--- config.mk ---
export PLATFORM = sky130hd
export DESIGN_NAME = fetch_stage
export DESIGN_NICKNAME = d
export VERILOG_FILES = /design/src/rtl/fetch_stage.sv
export SDC_FILE = /design/constraint.sdc
export NUM_CORES = 1
export LEC_CHECK = 0
export ABC_AREA = 1
export BUFFER_PORTS_ARGS = -buffer_cell sky130_fd_sc_hd__buf_2
export CAP_MARGIN = 20
export CORE_UTILIZATION = 46
export CTS_CLUSTER_SIZE = 40
export DETAILED_ROUTE_END_ITERATION = 6
export GPL_ROUTABILITY_DRIVEN = 0
export PLACE_DENSITY = 0.86
export SETUP_SLACK_MARGIN = 0.1
export SLEW_MARGIN = 20
export SYNTH_ARGS = -nofsm -noshare
export SYNTH_HDL_FRONTEND = slang
export SYNTH_SLANG_ARGS = --single-unit
export TNS_END_PERCENT = 30
--- constraint.sdc ---
create_clock -name clk -period 1.2 [get_ports clk]
set_input_delay 0.18 -clock clk [delete_from_list [all_inputs] [get_ports clk]]
set_output_delay 0.18 -clock clk [all_outputs]
set_load 0.02 [all_outputs]
--- src/rtl/fetch_stage.sv ---
// fetch_stage -- instruction-fetch stage of the single-issue RISC-V core.
//
// Holds the PC, drives it straight to the asynchronous instruction ROM and
// captures the returned word into the IF/ID register read by decode.
// Decode can stall the stage. Execute can redirect it (taken branch/jump),
// which flushes the instruction that was fetched down the wrong path.
//
// Optional feature (macro FETCH_MISALIGN_CHECK_EN):
//   defined   - a redirect whose target is not word-aligned is ignored and
//               the sticky misalign_err flag is set (cleared only by rst).
//   undefined - target[1:0] is forced to 2'b00; misalign_err is tied to 0.
//
// Ports:
//   clk, rst         clock and synchronous active-high reset
//   stall            decode cannot accept; PC and IF/ID hold
//   redirect_valid   execute requests a new PC (wins over stall)
//   redirect_target  the new PC
//   pc_o             ROM byte address (the PC register itself)
//   instr_i          ROM word for pc_o
//   if_valid/if_pc/if_pc_plus4/if_instr   IF/ID register (NOP when invalid)
//   misalign_err     sticky misaligned-redirect flag
module fetch_stage #(
  parameter int unsigned ADDRESS_WIDTH = 12,
  parameter int unsigned RESET_PC      = 0
) (
  input  logic                     clk,
  input  logic                     rst,
  input  logic                     stall,
  input  logic                     redirect_valid,
  input  logic [ADDRESS_WIDTH-1:0] redirect_target,
  output logic [ADDRESS_WIDTH-1:0] pc_o,
  input  logic [31:0]              instr_i,
  output logic                     if_valid,
  output logic [ADDRESS_WIDTH-1:0] if_pc,
  output logic [ADDRESS_WIDTH-1:0] if_pc_plus4,
  output logic [31:0]              if_instr,
  output logic                     misalign_err
);

  localparam logic [ADDRESS_WIDTH-1:0] RESET_PC_V = ADDRESS_WIDTH'(RESET_PC);
  localparam logic [31:0]              NOP        = 32'h0000_0013;

  logic [ADDRESS_WIDTH-1:0] r_pc;
  logic                     r_if_valid;
  logic [ADDRESS_WIDTH-1:0] r_if_pc;
  logic [ADDRESS_WIDTH-1:0] r_if_pc_plus4;
  logic [31:0]              r_if_instr;

  logic                     w_redirect_take;
  logic [ADDRESS_WIDTH-1:0] w_redirect_pc;
  logic [ADDRESS_WIDTH-1:0] w_pc_plus4;

  // Wraps naturally modulo 2^ADDRESS_WIDTH.
  assign w_pc_plus4 = r_pc + ADDRESS_WIDTH'(4);

`ifdef FETCH_MISALIGN_CHECK_EN
  logic r_misalign_err;
  logic w_misaligned;

  assign w_misaligned    = redirect_valid && (redirect_target[1:0] != 2'b00);
  // A misaligned redirect behaves exactly as if no redirect were requested.
  assign w_redirect_take = redirect_valid && !w_misaligned;
  assign w_redirect_pc   = redirect_target;

  always_ff @(posedge clk) begin
    if (rst) begin
      r_misalign_err <= 1'b0;
    end else if (w_misaligned) begin
      r_misalign_err <= 1'b1;
    end
  end

  assign misalign_err = r_misalign_err;
`else
  assign w_redirect_take = redirect_valid;
  assign w_redirect_pc   = {redirect_target[ADDRESS_WIDTH-1:2], 2'b00};
  assign misalign_err    = 1'b0;
`endif

  always_ff @(posedge clk) begin
    if (rst) begin
      r_pc          <= RESET_PC_V;
      r_if_valid    <= 1'b0;
      r_if_pc       <= '0;
      r_if_pc_plus4 <= '0;
      r_if_instr    <= NOP;
    end else if (w_redirect_take) begin
      // Flush: if_pc/if_pc_plus4 deliberately keep their old values.
      r_pc       <= w_redirect_pc;
      r_if_valid <= 1'b0;
      r_if_instr <= NOP;
    end else if (!stall) begin
      r_pc          <= w_pc_plus4;
      r_if_valid    <= 1'b1;
      r_if_pc       <= r_pc;
      r_if_pc_plus4 <= w_pc_plus4;
      r_if_instr    <= instr_i;
    end
  end

  assign pc_o        = r_pc;
  assign if_valid    = r_if_valid;
  assign if_pc       = r_if_pc;
  assign if_pc_plus4 = r_if_pc_plus4;
  assign if_instr    = r_if_instr;

endmodule
==> Yosys cells after proc, flatten, opt, wreduce, memory -nomap -nowiden <==
Index checks and enable logic that the tools add are counted.
{ "word_totals": {"register_bits": 69, "inputBits": 48, "out_inout_bits": 70, "word_cells": 14} }
{ "op_classes": {"n_addsub": 1, "n_eq_ne": 1, "muxes": 2, "bitwise": 2, "n_reduce_logical": 2} }
{ "op_table": {"columns": ["op", "n"], "rows": [
  ["12-bit 2-to-1 mux", 2],
  ["12-bit by 3-bit adder with 12-bit output, second input constant", 1],
  ["2-bit by 1-bit inequality test with 1-bit output, second input constant", 1],
  ["1-bit inverter", 2],
  ["2-bit AND reduction", 1],
  ["2-bit OR reduction", 1]
]} }

==> Depth between registers and ports, before layout <==
Gate-level depths: netlist of the first run.
{ "depth": {"depth_word": 3, "ltp_mapped": 8, "mapped_depth_nobuf": 8} }

==> Least setup slack after synthesis of the first run <==
No wires, ideal clock.
{ "synth_path": {"kind": "flip-flop to flip-flop", "start": "register r_pc[3], in the netlist pc_o[3]", "end": "register r_pc[10], in the netlist pc_o[10]", "setup_ps": 132, "arrival_time_ps": 1183, "path_slack_ps": -115, "path_stages_with_launch": 9, "n_path_buf": 0, "period_less_slack_ps": 1315, "cell_sequence": "dfxtp_1 -> ha_1 -> nand2_1 -> nor2_2 -> nand2_1 -> nand2_1 -> nand2_1 -> nand2_1 -> a21oi_1"} }
{ "synth_via": {"elab_chain_len": 3} }
{ "synth_rtl": {"columns": ["item", "line_no", "rtl"], "rows": [
  ["start, declared", "43", "logic [ADDRESS_WIDTH-1:0] r_pc;"],
  ["start signal, assigned", "89", "r_pc <= w_redirect_pc;"],
  ["start signal, assigned", "93", "r_pc <= w_pc_plus4;"],
  ["12-bit by 3-bit adder with 12-bit output", "54", "assign w_pc_plus4 = r_pc + ADDRESS_WIDTH'(4);"],
  ["12-bit 2-to-1 mux", "92", "end else if (!stall) begin"],
  ["12-bit 2-to-1 mux", "87", "end else if (w_redirect_take) begin"]
]} }
No other way between the ends. The select of a mux whose other input is x is not followed.
A chain may end at the register's enable or synchronous reset.

==> Worst setup path after layout of the first run <==
{ "layout_path": {"start": "register r_pc[3], in the netlist pc_o[3]", "end": "register r_if_pc_plus4[6], in the netlist if_pc_plus4[6]"} }
{ "layout_via": {"elab_chain_len": 1} }
{ "layout_rtl": {"columns": ["item", "line_no", "rtl"], "rows": [
  ["12-bit by 3-bit adder with 12-bit output", "54", null],
  ["end signal, assigned", "96", "r_if_pc_plus4 <= w_pc_plus4;"],
  ["end, declared", "46", "logic [ADDRESS_WIDTH-1:0] r_if_pc_plus4;"]
]} }
No other way between the ends.

==> qor.json, run 1 <==
{
  "yosys": {
    "synth.avg_cell_area_um2": 7.45,
    "synth-seq-cells": 63,
    "synth-seq-area-share_pct": 51.3,
    "synthesis.yosys.warnings": 0,
    "post_synth_inst_count": 330,
    "netlist-cell-type-count": 21,
    "cell_area_after_technology_mapping_um2": 2460,
    "synth-edff-count": 0,
    "ys.flop_type": "dfxtp_1",
    "postSynth.asyncResetShare_pct": 0
  },
  "placement": {
    "buffer_ports.inserted": 108,
    "place_hpwl_mm": 4.24
  },
  "clocking": {
    "cts.hold.buffers_added": 0,
    "clock_tree_from_tritoncts": "done",
    "numClockSinks": 63,
    "clkSlewWorstSetupHoldPaths_ps": 70,
    "clockBufferDepth": 2,
    "clock-root-buffer": "clkbuf_8",
    "clk_latency_ps": 330,
    "cts-htree-levels": 3,
    "cts_made_buffers": 9
  },
  "critical_path": {
    "crit_required_ps": 1460,
    "crit_arrival_ps": 1380,
    "critical_path_slowest_stage_cell": "dfxtp_4",
    "critPathMaxFanout": 5,
    "end_kind": "flop",
    "critPathMaxStageDelay_ps": 380,
    "start_kind": "flop",
    "worst-r2r-cell-count": 6,
    "r2r_slack_ps": 80,
    "critical_path.cell_chain": "ha_4, nand2_4, nor2_4, xor2_1, nand2_1, a21oi_1",
    "timing.setup.critical_path_class": "reg2reg"
  },
  "floorplanning": {
    "dieWidth_um": 75.1,
    "effective_utilization_at_floorplan_pct": 47.9,
    "floorplan.die_area_um2": 5640,
    "rows": 26,
    "ioPinCount": 118,
    "placeableCoreArea_um2": 5140,
    "chipHeight_um": 75.1
  },
  "sta": {
    "final_min_period_over_clock_period_pct": 93.3,
    "rsz_0062_raised_after_global_routing": "yes",
    "fmaxAchievable_mhz": 893,
    "finalHoldViolations": 0,
    "final_setup_viols": 0,
    "maxSlewViolCount": 0,
    "clock_skew_ps": 3.53,
    "final.setup.tns_ps": 0,
    "fin_crit_ps": 1120
  },
  "detailed_routing": {
    "drt_pre_antenna_iters": 4,
    "avgViaCountPerCell": 4.87,
    "antenna_violating_nets_post_route": 0,
    "post_drt_wl_per_cell_um": 11.8,
    "via_count": 2516,
    "drt_iter0_drc": 137,
    "drcViolationCount": 0,
    "wl_mm": 6.08
  },
  "cells_and_area": {
    "layout.cells.most_common": "nand2_1",
    "drive_above_1_share_pct": 33.6,
    "design.final.nets": 491,
    "antenna_cells_inserted": 0,
    "layout.cells.most_common_list": "nand2_1, buf_2, dfxtp_1",
    "layout-area-overhead-vs-synth_pct": 36.4,
    "n_fill_cell": 463
  },
  "power_and_ir_drop": {
    "total_power_w": 0.00474,
    "power.static_leakage_nw": 1.66,
    "power.density_nw_per_um2": 1410,
    "maximum_vdd_drop_mv": 0.887
  },
  "global_routing": {
    "grt_first_pass_wirelength_mm": 9.61,
    "grt_start_max_net_pins": 34,
    "all_layer_gr_usage_pct": 22.6,
    "grt_antenna_before_repair": 0,
    "global_route_overflow": 0,
    "grt_pass1_vias": 2315
  },
  "job": {
    "cap_violations": 0
  },
  "status": {
    "outcome": "completed"
  },
  "hold_path": {
    "worst_hold_path.num_cells": 3,
    "min-delay-path-class": "in2reg"
  }
}
## state kept, by name, indices dropped and copies added, names as in the netlist
| signal | count |
|---|---|
| if_instr | 32 |
| if_pc | 10 |
| if_pc_plus4 | 10 |
| if_valid | 1 |
| pc_o | 10 |
## what timing repair did
action                                  4_1_cts  5_1_grt
pin swaps                                     2        2
endpoints found under the setup margin       13       22
buffers inserted                              1        0
gates cloned                                  0        0
gates resized for setup                       0        9
## area by class of cell
class	count	area, µm²	area share (%)
sequential	63	1270	38.0
multi-input combinational	225	1030	30.7
timing repair buffer	118	658	19.6
clock buffer	13	169	5.04
inverter	25	93.8	2.80
tap	70	87.6	2.61
clock inverter	3	40.0	1.19
## power by group
| group | switching [W] | total (W) | internal [W] |
|---|---|---|---|
| Clock | 0.000779 | 0.00190 | 0.00112 |
| Sequential | 0.0000611 | 0.00224 | 0.00218 |
| Combinational | 0.000375 | 0.000599 | 0.000224 |
| Total | 0.00121 | 0.00474 | 0.00353 |
## synth_stat cells (2+ instances only)
master | number | area share [%]
dfxtp_1 | 63 | 51
nand3_1 | 13 | 2.6
buf_2 | 8 | 1.6
clkbuf_1 | 5 | 0.76
inv_1 | 24 | 3.7
nand2_1 | 113 | 17
nor2_1 | 14 | 2.1
o21ai_0 | 15 | 3.1
buf_4 | 10 | 3.1
a21oi_1 | 53 | 11
nor2_4 | 2 | 0.92
## per-stage QoR
stage	worst slack (ps)	instance area (µm²)	cells	util (%)	hold slack, ps
final	80.2	3350	517	65.3	46.0
after global routing	-13.0	3350	517	65.3	44.9
after CTS	65.2	3330	517	64.9	39.5
after detailed placement	65.4	3120	500	60.7	392
after global placement	85.8	3120	500	60.7	385
after floorplan	87.7	2520	336	-	293
## final timing paths
path / start / endpoint
hold / removal: instr_i[1] / if_instr[1]$_SDFFE_PP1N_
setup reg to reg: pc_o[3]$_SDFFE_PP0P_ / if_pc_plus4[6]$_SDFFE_PP0P_
hold reg to reg: if_instr[6]$_SDFFE_PP0N_ / if_instr[6]$_SDFFE_PP0N_
setup / recovery: pc_o[3]$_SDFFE_PP0P_ / if_pc_plus4[6]$_SDFFE_PP0P_
## worst max-delay path: cells and delay by family (launching register included)
family                     cells  cell delay [ps]
xor gates and xnor gates       1              150
AOI/OAI and AO/OA              1              120
adders and majority gates      1              150
and+or+nand+nor                3              250
DFF                            1              380
## cells by family after synthesis
| logic type | Yosys count | synth area share [%] |
|---|---|---|
| AND/OR/NAND/NOR | 145 | 23.9 |
| AO/OA/AOI/OAI | 71 | 14.6 |
| flip-flops | 63 | 51.3 |
| buffers and inverters | 48 | 9.26 |
| XOR/XNOR | 1 | 0.356 |
| adder cells (fa/ha/maj) | 1 | 0.509 |
| other | 1 | 0.152 |
## metal layers
metal  global-route usage (%)  wire [µm]
met2                     40.2       3030
met1                     23.9       2450
met4                     11.5        111
met3                     7.10        490
met5                        0          0
(Power assumes the default switching activity.)
==> run 2: changes to the inputs <==
Settings changed: REMOVE_ABC_BUFFERS set to 1.
==> run 2 against run 1 <==
The run now ends with setup timing left. Register-to-register slack worse by 80 ps. Final area grew 3.2%. Critical path depth up 2. Power increased by 4.3%. Critical endpoint is now pc_o[8]$_SDFFE_PP0P_.
==> qor.json, run 2 (synthesized netlist as in run 1, its figures left out) <==
{
  "sta": {
    "final.setup.tns": {"value": -4.67, "unit": "ps", "change": "-4.67 ps"},
    "final_setup_viols": {"value": 1, "change": "+1"},
    "fmaxAchievable": {"value": 830, "unit": "MHz", "change": "-7.0%"},
    "finalHoldViolations": {"value": 0, "change": "unchanged"},
    "final_min_period_over_clock_period": {"value": 100, "unit": "%", "change": "+7.1 points"},
    "maxSlewViolCount": {"value": 0, "change": "unchanged"},
    "clock_skew": {"value": 4.94, "unit": "ps", "change": "+1.41 ps"},
    "setup_ws": {"value": -4.67, "unit": "ps", "change": "-84.9 ps"},
    "fin_crit": {"value": 1200, "unit": "ps", "change": "+84.9 ps"},
    "rsz_0062_raised_after_global_routing": "yes"
  },
  "cells_and_area": {
    "area_used_by_sequential_logic_in_the_layout": {"value": 1270, "unit": "µm²", "change": "about the same"},
    "drive_above_1_share": {"value": 35.2, "unit": "%", "change": "+1.6 points"},
    "final_cell_count_no_fill": {"value": 525, "change": "+1.5%"},
    "largest_register_ffs": {"value": 32, "change": "unchanged"},
    "layout.cells.most_common": "nand2_1",
    "antenna_cells_inserted": {"value": 0, "change": "unchanged"},
    "layout-area-overhead-vs-synth_pct": 40.7,
    "design.final.nets": {"value": 499, "change": "+1.6%"},
    "n_fill_cell": {"value": 447, "change": "-3.5%"},
    "multiInputGateArea": {"value": 1060, "unit": "µm²", "change": "+2.5%"},
    "layout.cells.most_common_list": "nand2_1, buf_2, dfxtp_1"
  },
  "critical_path": {
    "start_kind": "flop",
    "timing.setup.critical_path_class": "reg2reg",
    "worst-r2r-cell-count": {"value": 8, "change": "+2"},
    "crit_required": {"value": 1470, "unit": "ps", "change": "about the same"},
    "critPathMaxStageDelay": {"value": 370, "unit": "ps", "change": "about the same"},
    "critical_path.reg2reg.endpoint": "pc_o[8]$_SDFFE_PP0P_",
    "critPathMaxFanout": {"value": 3, "change": "-2"},
    "end_kind": "flop",
    "crit_arrival": {"value": 1470, "unit": "ps", "change": "+90 ps"},
    "r2r_slack": {"value": -5, "unit": "ps", "change": "-80 ps"},
    "critical_path_slowest_stage_cell": "dfxtp_4",
    "critical_path.cell_chain": "ha_4, nand2_4, buf_4, inv_2, nand3_1, nand2_1, nand3_2, a21oi_1",
    "timing.rr.start": "pc_o[2]$_SDFFE_PP0P_"
  },
  "floorplanning": {
    "floorplan.die_area": {"value": 5640, "unit": "µm²", "change": "unchanged"},
    "dieWidth": {"value": 75.1, "unit": "µm", "change": "unchanged"},
    "effective_utilization_at_floorplan": {"value": 47.9, "unit": "%", "change": "unchanged"},
    "placeableCoreArea": {"value": 5140, "unit": "µm²", "change": "unchanged"},
    "chipHeight": {"value": 75.1, "unit": "µm", "change": "unchanged"},
    "rows": {"value": 26, "change": "unchanged"},
    "ioPinCount": {"value": 118, "change": "unchanged"}
  },
  "placement": {
    "buffer_ports.inserted": {"value": 108, "change": "unchanged"},
    "place_hpwl": {"value": 4.37, "unit": "mm", "change": "+3.1%"},
    "place_ws": {"value": -0.337, "unit": "ps", "change": "-65.7 ps"},
    "dp_cells": {"value": 506, "change": "+1.2%"}
  },
  "power_and_ir_drop": {
    "power.static_leakage": {"value": 1.71, "unit": "nW", "change": "+2.5%"},
    "total_power": {"value": 0.00494, "unit": "W", "change": "+4.3%"},
    "power.density": {"value": 1430, "unit": "nW/µm²", "change": "+1.0%"},
    "maximum_vdd_drop": {"value": 0.861, "unit": "mV", "change": "-2.9%"}
  },
  "job": {
    "cap_violations": {"value": 0, "change": "unchanged"}
  },
  "status": {
    "outcome": "finished, violations left",
    "violations": "setup timing"
  },
  "clocking": {
    "clkSlewWorstSetupHoldPaths": {"value": 70, "unit": "ps", "change": "about the same"},
    "clk_latency": {"value": 330, "unit": "ps", "change": "about the same"},
    "clock_tree_from_tritoncts": "done",
    "cts.hold.buffers_added": {"value": 0, "change": "unchanged"},
    "clock-root-buffer": "clkbuf_8",
    "numClockSinks": {"value": 63, "change": "unchanged"},
    "clockBufferDepth": {"value": 2, "change": "unchanged"},
    "cts_made_buffers": {"value": 9, "change": "unchanged"},
    "cts-htree-levels": {"value": 3, "change": "unchanged"}
  },
  "hold_path": {
    "min-delay-path-class": "in2reg",
    "whs_endpoint": "if_instr[4]$_SDFFE_PP1N_",
    "min_from": "instr_i[4]",
    "worst_hold_path.num_cells": {"value": 3, "change": "unchanged"}
  },
  "detailed_routing": {
    "via_count": {"value": 2565, "change": "+1.9%"},
    "antenna_violating_nets_post_route": {"value": 0, "change": "unchanged"},
    "wl": {"value": 6.42, "unit": "mm", "change": "+5.7%"},
    "drcViolationCount": {"value": 0, "change": "unchanged"},
    "avgViaCountPerCell": {"value": 4.89, "change": "+0.39%"},
    "drt_pre_antenna_iters": {"value": 4, "change": "unchanged"},
    "post_drt_wl_per_cell": {"value": 12.2, "unit": "µm", "change": "+4.1%"},
    "drt_iter0_drc": {"value": 161, "change": "+18%"}
  },
  "global_routing": {
    "grt_start_max_net_pins": {"value": 34, "change": "unchanged"},
    "grt_first_pass_wirelength": {"value": 9.76, "unit": "mm", "change": "+1.5%"},
    "grt_pass1_vias": {"value": 2291, "change": "-1.0%"},
    "all_layer_gr_usage": {"value": 23.2, "unit": "%", "change": "+0.68 points"},
    "global_route_overflow": {"value": 0, "change": "unchanged"},
    "grt_antenna_before_repair": {"value": 0, "change": "unchanged"}
  }
}
[run 2: changes by cell type in the layout (fill, tap and decap cells not counted), sizes merged]
cell	previous run	this run
bufinv	1	2
clkinv	2	1
buf	118	126
[run 2: routing by layer]
layer	vias up	wire [µm]	global-route usage [%]
met2	107	3070	39.3
met4	0	134	13.6
met3	13	486	6.69
met5	-	0	0
met1	1172	2730	26.0
li1	1273	-	-
[run 2: per-stage QoR]
step,area (µm²),hold slack (ps),util (%)
after global placement,3110,378,60.6
after detailed placement,3110,388,60.6
after floorplan,2350,249,-
after CTS,3410,36.1,66.4
after global routing,3460,55.3,67.4
final,3460,45.6,67.4
[run 2: layout make-up]
type / count / area share [%]
repair buffers: 126 / 21.0
inverters: 25 / 2.71
flip-flops and latches: 63 / 36.8
multi-input cells: 225 / 30.5
clock inverters: 3 / 1.88
well taps: 70 / 2.53
clock buffers: 13 / 4.59
[run 2: worst max path at each step]
stage | start | end | slack, ps | cells after the start
after global routing | pc_o[2]$_SDFFE_PP0P_ | pc_o[8]$_SDFFE_PP0P_ | -80 | 8
after floorplan | pc_o[3]$_SDFFE_PP0P_ | if_pc_plus4[6]$_SDFFE_PP0P_ | -120 | 6
after global placement | pc_o[2]$_SDFFE_PP0P_ | pc_o[6]$_SDFFE_PP0P_ | 80 | 6
after CTS | pc_o[3]$_SDFFE_PP0P_ | if_pc_plus4[6]$_SDFFE_PP0P_ | 40 | 6
after detailed placement | pc_o[2]$_SDFFE_PP0P_ | if_pc_plus4[6]$_SDFFE_PP0P_ | -0.3 | 6
final | pc_o[2]$_SDFFE_PP0P_ | pc_o[8]$_SDFFE_PP0P_ | -5 | 8
[run 2: timing repair]
item / CTS / global route
setup endpoints to repair: 18 / 23
resized for setup: 20 / 10
pin swaps: 8 / 11
setup buffers: 1 / 2
[run 2: critical path, delay by kind of cell, from the launching register on]
kind,cells,cell delay [ps]
AND/OR/NAND/NOR,4,290
AO/OA/AOI/OAI,1,140
flip-flops,1,370
adder cells (fa/ha/maj),1,150
buffers and inverters,2,200
[run 2: report_power, final]
group,switching (W),internal [W]
registers,0.0000570,0.00218
clock network,0.000787,0.00128
logic,0.000395,0.000244
==> run 3: changes to the inputs <==
Settings changed: ABC_AREA 1 to not set, CORE_UTILIZATION 46 to 47.
==> run 3 against run 2 <==
The run still ends with setup timing left. Non-clock buffer count grew 31. Critical path depth shrank 5. Die area increased by 4.2%. Power is 5.6% higher. Sequential power barely moved. Final cell count shrank 4.2%. Final area is 16% higher. Critical endpoint is now pc_o[9]$_SDFFE_PP0P_. Largest power group unchanged.
==> qor.json, run 3 <==
{
  "detailed_routing": {
    "drt_iter0_drc": {"value": 141, "change": "-12%"},
    "antenna_violating_nets_post_route": {"value": 0, "change": "unchanged"},
    "post_drt_wl_per_cell": {"value": 15.6, "unit": "µm", "change": "+27%"},
    "drcViolationCount": {"value": 0, "change": "unchanged"},
    "via_count": {"value": 2614, "change": "+1.9%"},
    "drt_pre_antenna_iters": {"value": 4, "change": "unchanged"},
    "avgViaCountPerCell": {"value": 5.20, "change": "+6.4%"},
    "wl": {"value": 7.84, "unit": "mm", "change": "+22%"}
  },
  "cells_and_area": {
    "drive_above_1_share": {"value": 47.6, "unit": "%", "change": "+12 points"},
    "layout.cells.most_common": "buf_2",
    "post_layout_utilization_of_the_core": {"value": 76.7, "unit": "%", "change": "+9.3 points"},
    "layout-area-overhead-vs-synth_pct": 53.1,
    "antenna_cells_inserted": {"value": 0, "change": "unchanged"},
    "fin_area": {"value": 4020, "unit": "µm²", "change": "+16%"},
    "design.final.nets": {"value": 477, "change": "-4.4%"},
    "largest_register_ffs": {"value": 32, "change": "unchanged"},
    "layout.cells.most_common_list": "buf_2, dfxtp_1, nor2_1"
  },
  "global_routing": {
    "grt_start_max_net_pins": {"value": 34, "change": "unchanged"},
    "grt_use_met3": {"value": 5.71, "unit": "%", "change": "-0.98 points"},
    "grt_antenna_before_repair": {"value": 0, "change": "unchanged"},
    "grt_pass1_vias": {"value": 2599, "change": "+13%"},
    "grt.met2_usage": {"value": 44.8, "unit": "%", "change": "+5.5 points"},
    "global_route_overflow": {"value": 0, "change": "unchanged"},
    "grt_first_pass_wirelength": {"value": 11.9, "unit": "mm", "change": "+22%"},
    "all_layer_gr_usage": {"value": 25.9, "unit": "%", "change": "+2.6 points"},
    "grt.busiest_layer": "met2",
    "grt_use_met1": {"value": 29.4, "unit": "%", "change": "+3.3 points"}
  },
  "sta": {
    "fmaxAchievable": {"value": 719, "unit": "MHz", "change": "-13%"},
    "slew_headroom_pct": 64.7,
    "clock_skew": {"value": 10.5, "unit": "ps", "change": "+5.54 ps"},
    "finalHoldViolations": {"value": 0, "change": "unchanged"},
    "final.setup.tns": {"value": -1680, "unit": "ps", "change": "-1670 ps"},
    "rsz_0062_raised_after_global_routing": "yes",
    "worst-slew-pin-transition_ps": 530,
    "setup_ws": {"value": -191, "unit": "ps", "change": "-186 ps"},
    "maxSlewViolCount": {"value": 0, "change": "unchanged"},
    "final_setup_viols": {"value": 16, "change": "+15"},
    "final_min_period_over_clock_period": {"value": 116, "unit": "%", "change": "+16 points"},
    "fin_crit": {"value": 1390, "unit": "ps", "change": "+186 ps"},
    "holdWs": {"value": 47.2, "unit": "ps", "change": "+1.59 ps"}
  },
  "power_and_ir_drop": {
    "power.density": {"value": 1300, "unit": "nW/µm²", "change": "-9.0%"},
    "maximum_vdd_drop": {"value": 0.832, "unit": "mV", "change": "-3.4%"},
    "power.static_leakage": {"value": 1.90, "unit": "nW", "change": "+11%"}
  },
  "yosys": {
    "post_synth_xor_area_fraction": {"value": 2.34, "unit": "%", "change": "+2.0 points"},
    "synth_simple_gate_area_share": {"value": 19.7, "unit": "%", "change": "-4.2 points"},
    "synth_compound_gate_area_share": {"value": 9.54, "unit": "%", "change": "-5.1 points"},
    "synth-seq-area-share": {"value": 48.1, "unit": "%", "change": "-3.2 points"},
    "ys_top_cells_by_area": "dfxtp_1, mux2i_1, nor2_1",
    "synth-edff-count": {"value": 0, "change": "unchanged"},
    "postSynth.asyncResetShare": {"value": 0, "unit": "%", "change": "unchanged"},
    "cell_area_after_technology_mapping": {"value": 2620, "unit": "µm²", "change": "+6.6%"},
    "ys.flop_type": "dfxtp_1",
    "synthMuxAreaShare": {"value": 12.6, "unit": "%", "change": "+13 points"},
    "main_combinational_cell_family_by_area_after_synthesis": "simple AND/OR/NAND/NOR gates",
    "netlist-cell-type-count": {"value": 41, "change": "+95%"},
    "synth-seq-cells": {"value": 63, "change": "unchanged"},
    "synthAdderAreaFrac": {"value": 0.477, "unit": "%", "change": "-0.032 points"},
    "synthesis.yosys.warnings": {"value": 0, "change": "unchanged"},
    "synth.avg_cell_area": {"value": 9.27, "unit": "µm²", "change": "+24%"},
    "yosys.area.top_type_share": {"value": 48.1, "unit": "%", "change": "-3.2 points"},
    "post_synth_inst_count": {"value": 283, "change": "-14%"},
    "synth.most_common_cell": "dfxtp_1",
    "synthTopCellsByCount": "dfxtp_1, nor2_1, mux2i_1, nand2_1, a21oi_1",
    "yosysTopAreaCell": "dfxtp_1"
  },
  "placement": {
    "place_hpwl": {"value": 5.00, "unit": "mm", "change": "+14%"},
    "dpl_cell_area": {"value": 3470, "unit": "µm²", "change": "+11%"},
    "buffer_ports.inserted": {"value": 108, "change": "unchanged"}
  },
  "critical_path": {
    "critPathMaxFanout": {"value": 6, "change": "+3"},
    "end_kind": "flop",
    "crit_buf_inv": {"value": 0, "change": "-2"},
    "timing.setup.critical_path_class": "reg2reg",
    "start_kind": "flop",
    "critical_path.cell_chain": "nand4_4, or4_4, a311oi_2",
    "timing.rr.start": "pc_o[5]$_SDFFE_PP0P_",
    "worstSetupStartpoint": "pc_o[5]$_SDFFE_PP0P_",
    "crit_required": {"value": 1440, "unit": "ps", "change": "-30 ps"},
    "critPathMaxStageDelay": {"value": 500, "unit": "ps", "change": "+130 ps"},
    "critical_path_slowest_stage_cell": "or4_4",
    "family_with_the_most_delay_on_the_worst_path": "simple AND/OR/NAND/NOR gates",
    "crit_arrival": {"value": 1630, "unit": "ps", "change": "+160 ps"}
  },
  "floorplanning": {
    "placeableCoreArea": {"value": 5240, "unit": "µm²", "change": "+1.9%"},
    "dieWidth": {"value": 76.7, "unit": "µm", "change": "+2.1%"},
    "chipHeight": {"value": 76.7, "unit": "µm", "change": "+2.1%"},
    "effective_utilization_at_floorplan": {"value": 50.1, "unit": "%", "change": "+2.2 points"},
    "floorplan.die_area": {"value": 5880, "unit": "µm²", "change": "+4.2%"},
    "rows": {"value": 26, "change": "unchanged"},
    "ioPinCount": {"value": 118, "change": "unchanged"}
  },
  "clocking": {
    "clock_tree_from_tritoncts": "done",
    "clock-root-buffer": "clkbuf_8",
    "numClockSinks": {"value": 63, "change": "unchanged"},
    "cts_made_buffers": {"value": 9, "change": "unchanged"},
    "cts-htree-levels": {"value": 3, "change": "unchanged"},
    "clockBufferDepth": {"value": 2, "change": "unchanged"},
    "clkSlewWorstSetupHoldPaths": {"value": 70, "unit": "ps", "change": "about the same"},
    "cts.hold.buffers_added": {"value": 0, "change": "unchanged"},
    "clk_latency": {"value": 340, "unit": "ps", "change": "about the same"}
  },
  "status": {
    "violations": "setup timing",
    "outcome": "finished, violations left"
  },
  "job": {
    "cap_violations": {"value": 0, "change": "unchanged"}
  },
  "hold_path": {
    "min_from": "instr_i[0]",
    "min-delay-path-class": "in2reg"
  }
}
-- run 3: tightest hold or removal path, cell delays in order --
cell	delay [ps]
buf_2	80
mux2i_1	50
nand2_1	60
-- run 3: cell type report --
class,count,area [µm²]
multi-input cells,193,1360
flip-flops and latches,63,1290
fillers,359,1220
repair buffers,157,1040
clock buffers,11,141
well taps,70,87.6
clock inverters,5,81.3
inverters,4,15.0
-- run 3: per-stage QoR --
stage / total power (W) / setup WS, ps / instances
floorplan: 0.00265 / -586 / 260
global placement: 0.00303 / -366 / 482
detailed placement: 0.00305 / -397 / 482
CTS: 0.00516 / -140 / 498
global route: 0.00541 / -288 / 503
finish: 0.00522 / -191 / 503
-- run 3: what timing repair did --
action	4_1_cts	5_1_grt
buffers inserted	0	5
cloned	0	0
pin swaps	11	9
gates resized for setup	50	23
endpoints found under the setup margin	27	27
-- run 3: layer usage --
layer  part of all wire [%]  wire [µm]  vias to the layer above
met5                      0          0                        -
met2                     50       3940                      135
met3                    7.5        591                       21
met4                    2.1        162                        0
met1                     40       3150                     1210
li1                       -          -                     1248
-- run 3: final timing paths --
path                                    to  slack (ps)  cells past startpoint
setup / recovery      pc_o[9]$_SDFFE_PP0P_        -190                      3
hold / removal    if_instr[0]$_SDFFE_PP1N_          50                      3
setup reg to reg      pc_o[9]$_SDFFE_PP0P_        -190                      3
hold reg to reg      if_pc[8]$_SDFFE_PP0P_         460                      2
-- run 3: kinds of logic after synthesis --
family,after synthesis
buffers and inverters,33
xor gates and xnor gates,7
other,1
AOI/OAI and AO/OA,38
DFF,63
adders and majority gates,1
muxes,33
and+or+nand+nor,107
-- run 3: power breakdown --
part / switching [W] / leakage [nW] / internal [W]
Sequential: 0.0000771 / 0.520 / 0.00218
Clock: 0.000832 / 0.110 / 0.00123
Combinational: 0.000484 / 1.27 / 0.000418
Total: 0.00139 / 1.90 / 0.00382
